===== src/rtl/jt51_timer_bank.sv =====
// Bank of independent up-counting timers with auto-reload or one-shot mode,
// sticky overflow flags and a registered, active-low aggregated interrupt.
module jt51_timer_bank #(
    parameter int CHANNELS = 2,
    parameter int CW       = 12
) (
    input  logic                   clk,
    input  logic                   rst,
    input  logic                   cen,
    input  logic                   zero,
    input  logic [CHANNELS*CW-1:0] start_value,
    input  logic [CHANNELS-1:0]    load,
    input  logic [CHANNELS-1:0]    oneshot,
    input  logic [CHANNELS-1:0]    clr_flag,
    input  logic [CHANNELS-1:0]    irq_en,
    output logic [CHANNELS-1:0]    flag,
    output logic [CHANNELS-1:0]    overflow,
    output logic [CHANNELS*CW-1:0] count,
    output logic                   irq_n
);

    localparam logic [CW-1:0] CNT_MAX = '1;

    logic [CHANNELS*CW-1:0] cnt_q, cnt_d;
    logic [CHANNELS-1:0]    run_q, run_d;
    logic [CHANNELS-1:0]    last_load_q, last_load_d;
    logic [CHANNELS-1:0]    flag_q, flag_d;
    logic [CHANNELS-1:0]    ovf_q, ovf_d;
    logic                   irq_n_q, irq_n_d;
    logic                   tick;

    assign tick = cen & zero;

    always_comb begin
        cnt_d       = cnt_q;
        run_d       = run_q;
        last_load_d = last_load_q;
        flag_d      = flag_q;
        ovf_d       = '0;
        irq_n_d     = ~|(flag_q & irq_en);
        for (int i = 0; i < CHANNELS; i++) begin
            if (tick) begin
                last_load_d[i] = load[i];
                if (load[i] && !last_load_q[i]) begin
                    cnt_d[i*CW +: CW] = start_value[i*CW +: CW];
                    run_d[i]          = 1'b1;
                end else if (!load[i]) begin
                    run_d[i] = 1'b0;
                end else if (run_q[i]) begin
                    if (cnt_q[i*CW +: CW] == CNT_MAX) begin
                        ovf_d[i]          = 1'b1;
                        cnt_d[i*CW +: CW] = start_value[i*CW +: CW];
                        if (oneshot[i]) begin
                            run_d[i] = 1'b0;
                        end
                    end else begin
                        cnt_d[i*CW +: CW] = cnt_q[i*CW +: CW] + 1'b1;
                    end
                end
            end
            // Software clear beats a same-cycle overflow; the pulse still fires.
            if (clr_flag[i]) begin
                flag_d[i] = 1'b0;
            end else if (ovf_d[i]) begin
                flag_d[i] = 1'b1;
            end
        end
    end

    always_ff @(posedge clk) begin
        if (rst) begin
            cnt_q       <= '0;
            run_q       <= '0;
            last_load_q <= '0;
            flag_q      <= '0;
            ovf_q       <= '0;
            irq_n_q     <= 1'b1;
        end else begin
            cnt_q       <= cnt_d;
            run_q       <= run_d;
            last_load_q <= last_load_d;
            flag_q      <= flag_d;
            ovf_q       <= ovf_d;
            irq_n_q     <= irq_n_d;
        end
    end

    assign count    = cnt_q;
    assign flag     = flag_q;
    assign overflow = ovf_q;
    assign irq_n    = irq_n_q;

endmodule


===== config.mk =====
export PLATFORM = sky130hd
export DESIGN_NAME = jt51_timer_bank
export DESIGN_NICKNAME = d
export VERILOG_FILES = /design/src/rtl/jt51_timer_bank.sv
export SDC_FILE = /design/constraint.sdc
export NUM_CORES = 1
export LEC_CHECK = 0
export BUFFER_PORTS_ARGS = -buffer_cell sky130_fd_sc_hd__clkbuf_2
export CAP_MARGIN = 20
export CORE_MARGIN = 1
export CORE_UTILIZATION = 45
export CTS_BUF_LIST = sky130_fd_sc_hd__clkbuf_16
export DETAILED_ROUTE_END_ITERATION = 8
export GPL_ROUTABILITY_DRIVEN = 0
export GPL_TIMING_DRIVEN = 0
export PLACE_DENSITY_LB_ADDON = 0.1
export SYNTH_ARGS = -nofsm -noshare
export SYNTH_HDL_FRONTEND = slang
export SYNTH_SLANG_ARGS = --single-unit

===== constraint.sdc =====
create_clock -name clk -period 2.7 [get_ports clk]
set_clock_uncertainty 0.2 [all_clocks]
set_input_delay 0.405 -clock clk [delete_from_list [all_inputs] [get_ports clk]]
set_output_delay 0.405 -clock clk [all_outputs]
set_load 0.01 [all_outputs]

== Word-level counts from Yosys, hierarchy flattened ==
Cells that the tools add are included.
Widths: inputs -> output; s select.

* Bits in registers: 33
* Input port bits: 36
* Output and inout port bits: 29
* Word-level logic and storage cells: 56

* $add $sub $neg: 2
* Equality and inequality tests: 2
* Muxes and demuxes: 28
* Bitwise gates (word level): 2
* Reduce and logical (&&, ||, !) cells: 14

{| class="wikitable"
|+ Operators by type and width
! cell !! number
|-
| $mux 12 || 8
|-
| $add 12x1->12 const B || 2
|-
| $eq 12x12->1 const B || 2
|-
| $mux 1 || 20
|-
| $reduce_bool 2->1 || 4
|-
| $reduce_and 3->1 || 2
|-
| $reduce_or 2->1 || 3
|-
| $logic_not 1->1 || 3
|-
| $and 2x2->2 || 1
|-
| $logic_and 1x1->1 || 2
|-
| $and 1x1->1 || 1
|}

== Depth between registers and ports, before layout ==
* Depth in word-level cells: 6
* Gate-level depth with buffers: 7
* Mapped depth without buffers: 6

== Worst setup path after synthesis ==
No wires, ideal clock.

* Path kind: reg-to-reg
* From: register cnt_q[12], in the netlist count[12]
* To: register cnt_q[15], in the netlist count[15]
* Library setup time: 0.133 ns
* Data arrival time: 1.673 ns
* Required time: 2.367 ns
* Path slack: 0.694 ns
* Stages on the path, launching flop included: 8
* Buffers on the path: 1
* Period minus slack after synthesis: 2.006 ns
* Path through: dfxtp_1 -> ha_1 -> nand4_4 -> o41ai_2 -> buf_6 -> nor4_1 -> a31oi_1 -> a31oi_1

* Longest elaborated chain between the ends: 5
* Elaborated cells between the ends (all ways): 6
* Classes of those cells: 1 x add/sub; 1 x eq/ne; 4 x mux

{| class="wikitable"
|+ Ends and longest elaborated chain
! item !! RTL line !! RTL
|-
| from (decl) || 24 || <nowiki>logic [CHANNELS*CW-1:0] cnt_q, cnt_d;</nowiki>
|-
| from (signal assigned) || 79 || <nowiki>cnt_q <= cnt_d;</nowiki>
|-
| $add 12x1->12 or $eq 12x12->1 (tied branches) || 57, 50 ||
|-
| $mux 12 (*) || 50 || <nowiki>if (cnt_q[i*CW +: CW] == CNT_MAX) begin</nowiki>
|-
| $mux 12 (*) || 49 || <nowiki>end else if (run_q[i]) begin</nowiki>
|-
| $mux 12 (*) || 47 || <nowiki>end else if (!load[i]) begin</nowiki>
|-
| $mux 12 (*) || 44 || <nowiki>if (load[i] && !last_load_q[i]) begin</nowiki>
|}

Every way passes the cells marked *; elsewhere a longest branch is shown, timed or not. The select of a mux whose other input is x is not followed.
A chain may end at the register's enable or synchronous reset.

== Final worst setup path ==
Same ends and word-level chain as after synthesis.

==> run summary <==
The flow ran to the end, and the final reports show no timing, DRC or antenna violations. Across the VDD grid, the largest voltage drop is 0.278 mV. TritonCTS built the clock tree. Critical path class: reg -> reg. The worst endpoint required time was 2.64 ns; the area added between synthesis and finish was 26.4%.

For the number of different library cells in the post-synthesis netlist, the log shows 55. The worst path buffer plus inverter count came out at 1. 65 I/O pins were placed. The tools report the count of routing violations after the opening detailed-route iteration as 161.

The hold-fix buffer count after cts was 0. The effective utilization at floorplan is 0.478, and the highest attainable clock frequency is 0.444 GHz. Adding up every negative setup slack in the final design gives 0 ns.

By instance count, the cell type seen most on the critical path is a31oi_1. The total length of routed wires is 5.56 mm, and the number of storage elements in the synthesis netlist is 33. For this run, the leading register cell type out of synthesis is dfxtp_1. The max-slew violation total from the final report came out at 0. The largest fanout on the critical path came out at 10. The run gives 0.0830 ns as the minimum hold slack.

The cell count after synthesis came out at 243. In this run the core area contains 23 standard-cell rows. The core region is 4090 um2.

For the yosys synthesis warning count, the log shows 0. When the netlist entered floorplanning its net count stood at 281. In this run the critical register-to-register path is launched from count[12].

Among all stages on the critical path, the largest delay is contributed by o41ai_2. The final layout contains 351 nets. The final hold violation count was 0.

The proportion of layout cells with a drive suffix above 1 was 0.296; the slew at the pin closest to its max-slew limit was 0.663 ns. Summing internal, switching and leakage power gives 1.23 mW. After clock tree synthesis, the setup repair step added 0 buffers. The finished layout holds 364 standard cells, fillers aside. Power spread over the standard cell area amounts to 498 nW/um2. In this run the deepest clock path goes through 2 buffers. Cell internal power was estimated by the tool at 909 uW.

The via count came out at 2188. The wire-length estimate of the detail-placed layout is 4.01 mm. The smallest clock period supported by the final layout is computed as 2.25 ns.

The run gives 0 as the total inserted antenna cells. The worst hold path begins at clr_flag[0]. The first global-routing pass estimated 8.59 mm of wire. After clock tree synthesis, the clock-pin slew on the worst setup and hold paths is 0.05 ns.

The remaining global-route overflow was 0; the placed instance count was 356. The startpoint kind of the worst setup timing path is a flip-flop. STA puts the critical path data arrival time at 2.19 ns. The kind of cell adding the most delay to the critical path is compound AO/OA/AOI/OAI gates. The tools report the residual DRC count as 0. Once the clock tree was built, the resizer swapped 0 gates to a different size. In this run the power spent charging and discharging nets is 321 uW. The share of the clock period used by the worst path is 0.834, and the depth of the CTS H-tree is 2.

The clock drives 33 sinks. The combinational fraction of design power was 0.134. The tightest min-delay check is of the in -> reg type. Sequential cell fraction of total power: 0.429. For the final core utilization, the log shows 0.604.

The root buffer selected by CTS was clkbuf_16. The die covers 4610 um2. The logs give 0.558 for the worst slew margin relative to its limit and 0 for the residual antenna-violating net count after detailed routing.

Dividing the detail-routed wire length by the instance count gives 15.3 um. Entering global routing, the biggest net connects 11 pins. Measured along the x axis, the die boundary spans 67.9 um.

The die is 67.9 um tall. The signal on the critical path passes through ha_1 > nand4_4 > o41ai_2 > buf_6 > nor4_1 > a31oi_1 > a31oi_1. Synthesized area divided by synthesized cell count: 8.04 um2. Part of the power in the clock network: 0.436. Setup repair after global routing left no endpoint under its margin.

The max-cap violation count was 0; the sequential share of the synthesized area was 0.338. The run gives 1746 as the number of global-route vias before repair. The number of enable-type register cells in the synthesized netlist was 0; the switching fraction of total power was 0.261. For the clock latency reported for the late side of the worst-skew pair, the log shows 0.27 ns.

STA classifies the critical path endpoint as a flip-flop. In this run the static leakage power is 0.992 nW. Setup violations remaining at the end of the flow were counted as 0. The run gives 0 as the initial antenna violation count. TritonCTS created 5 clock buffers.

After synthesis the cells add up to 1950 um2. Port buffering added 63 buffers. Dividing the detail-routed via count by the number of cells gives 6.01.

The number of search-and-repair iterations in the first detailed-routing pass is 5. The aggregate global-route resource usage is 0.250. The largest stage delay on the critical path is 0.50 ns. In this run the worst setup path begins at count[12]. The proportion of synthesized flip-flops having asynchronous set or reset came out at 0.
## Yosys cell counts, types with 3 or more instances
cell type	number	area, um2
nor2_1	24	90.1
o21ai_0	12	60.1
dfxtp_1	33	661
a211oi_1	4	30.0
buf_6	3	33.8
clkbuf_1	5	18.8
inv_1	7	26.3
a311oi_1	3	26.3
nand2_1	20	75.1
nand2b_1	3	18.8
nand4_1	4	25.0
a31oi_1	14	87.6
nor3_1	12	60.1
a22oi_1	4	30.0
buf_2	3	15.0
a21oi_1	20	100
and3_1	6	37.5
nor4_1	3	18.8
nand3_1	19	95.1
## layer usage
| layer | routed length, um | global-route usage | vias to the layer above |
|---|---|---|---|
| li1 | - | - | 1073 |
| met4 | 78 | 0.0859 | 0 |
| met5 | 0 | 0 | - |
| met1 | 2750 | 0.370 | 1015 |
| met3 | 414 | 0.0433 | 9 |
| met2 | 2320 | 0.359 | 91 |
## cell usage in the layout, fill, tap and decap left out, types with 5 or more instances in the layout
master | netlist | layout
nor2_1 | 24 | 24
clkbuf_1 | 5 | 5
nor3_1 | 12 | 12
and3_1 | 6 | 6
a31oi_1 | 14 | 14
dfxtp_1 | 33 | 33
clkbuf_2 | 0 | 63
a21oi_1 | 20 | 20
inv_1 | 7 | 7
clkbuf_16 | 0 | 5
nand3_1 | 19 | 19
o21ai_0 | 12 | 12
nand2_1 | 20 | 20
## metrics by stage
stage | setup WS [ns] | cell area, um2
2_1_floorplan | 0.694 | 1950
4_1_cts | 0.455 | 2470
3_3_place_gp | 0.529 | 2330
6_report | 0.449 | 2470
3_5_place_dp | 0.509 | 2330
5_1_grt | 0.331 | 2470
## area by class of cell
class,count,area (um2)
Clock buffer,5,125
Sequential cell,33,661
Tap cell,50,62.6
Timing Repair Buffer,63,315
Inverter,7,26.3
Multi-Input combinational cell,189,1170
Fill cell,395,1620
Clock inverter,3,12.5
Buffer,14,96.3
## power by group through the flow
stage | Combinational, mW | Sequential (mW) | Clock, mW
2_1_floorplan | 0.0937 | 0.540 | 0
3_3_place_gp | 0.162 | 0.537 | 0
3_5_place_dp | 0.164 | 0.538 | 0
4_1_cts | 0.165 | 0.528 | 0.543
5_1_grt | 0.183 | 0.531 | 0.560
6_report | 0.165 | 0.528 | 0.537
## logic make-up after synthesis
family | synth area share
compound gates | 0.291
fa+ha+maj | 0.0128
buf+inv | 0.0627
simple gates | 0.295
flops | 0.338
## sequential cells by signal (all words and copies together), names as in the netlist
| register | cells |
|---|---|
| count | 24 |
| last_load_q | 2 |
| irq_n | 1 |
| overflow | 2 |
| run_q | 2 |
| flag | 2 |
## worst register-to-register path, delay by kind of cell, from the launching register on
family / cells / cell delay [ns]
buffers and inverters: 1 / 0.21
adders and majority gates: 1 / 0.30
AOI/OAI and AO/OA: 3 / 0.75
DFF: 1 / 0.42
and+or+nand+nor: 2 / 0.24
## path summary, 6_finish.rpt
path / endpoint / slack [ns] / cells past startpoint
min reg2reg: flag[1] / 0.28 / 2
min: flag[0] / 0.08 / 2
max reg2reg: count[15] / 0.45 / 7
max: count[15] / 0.45 / 7
No activity file was read; power rests on OpenSTA's default activity.
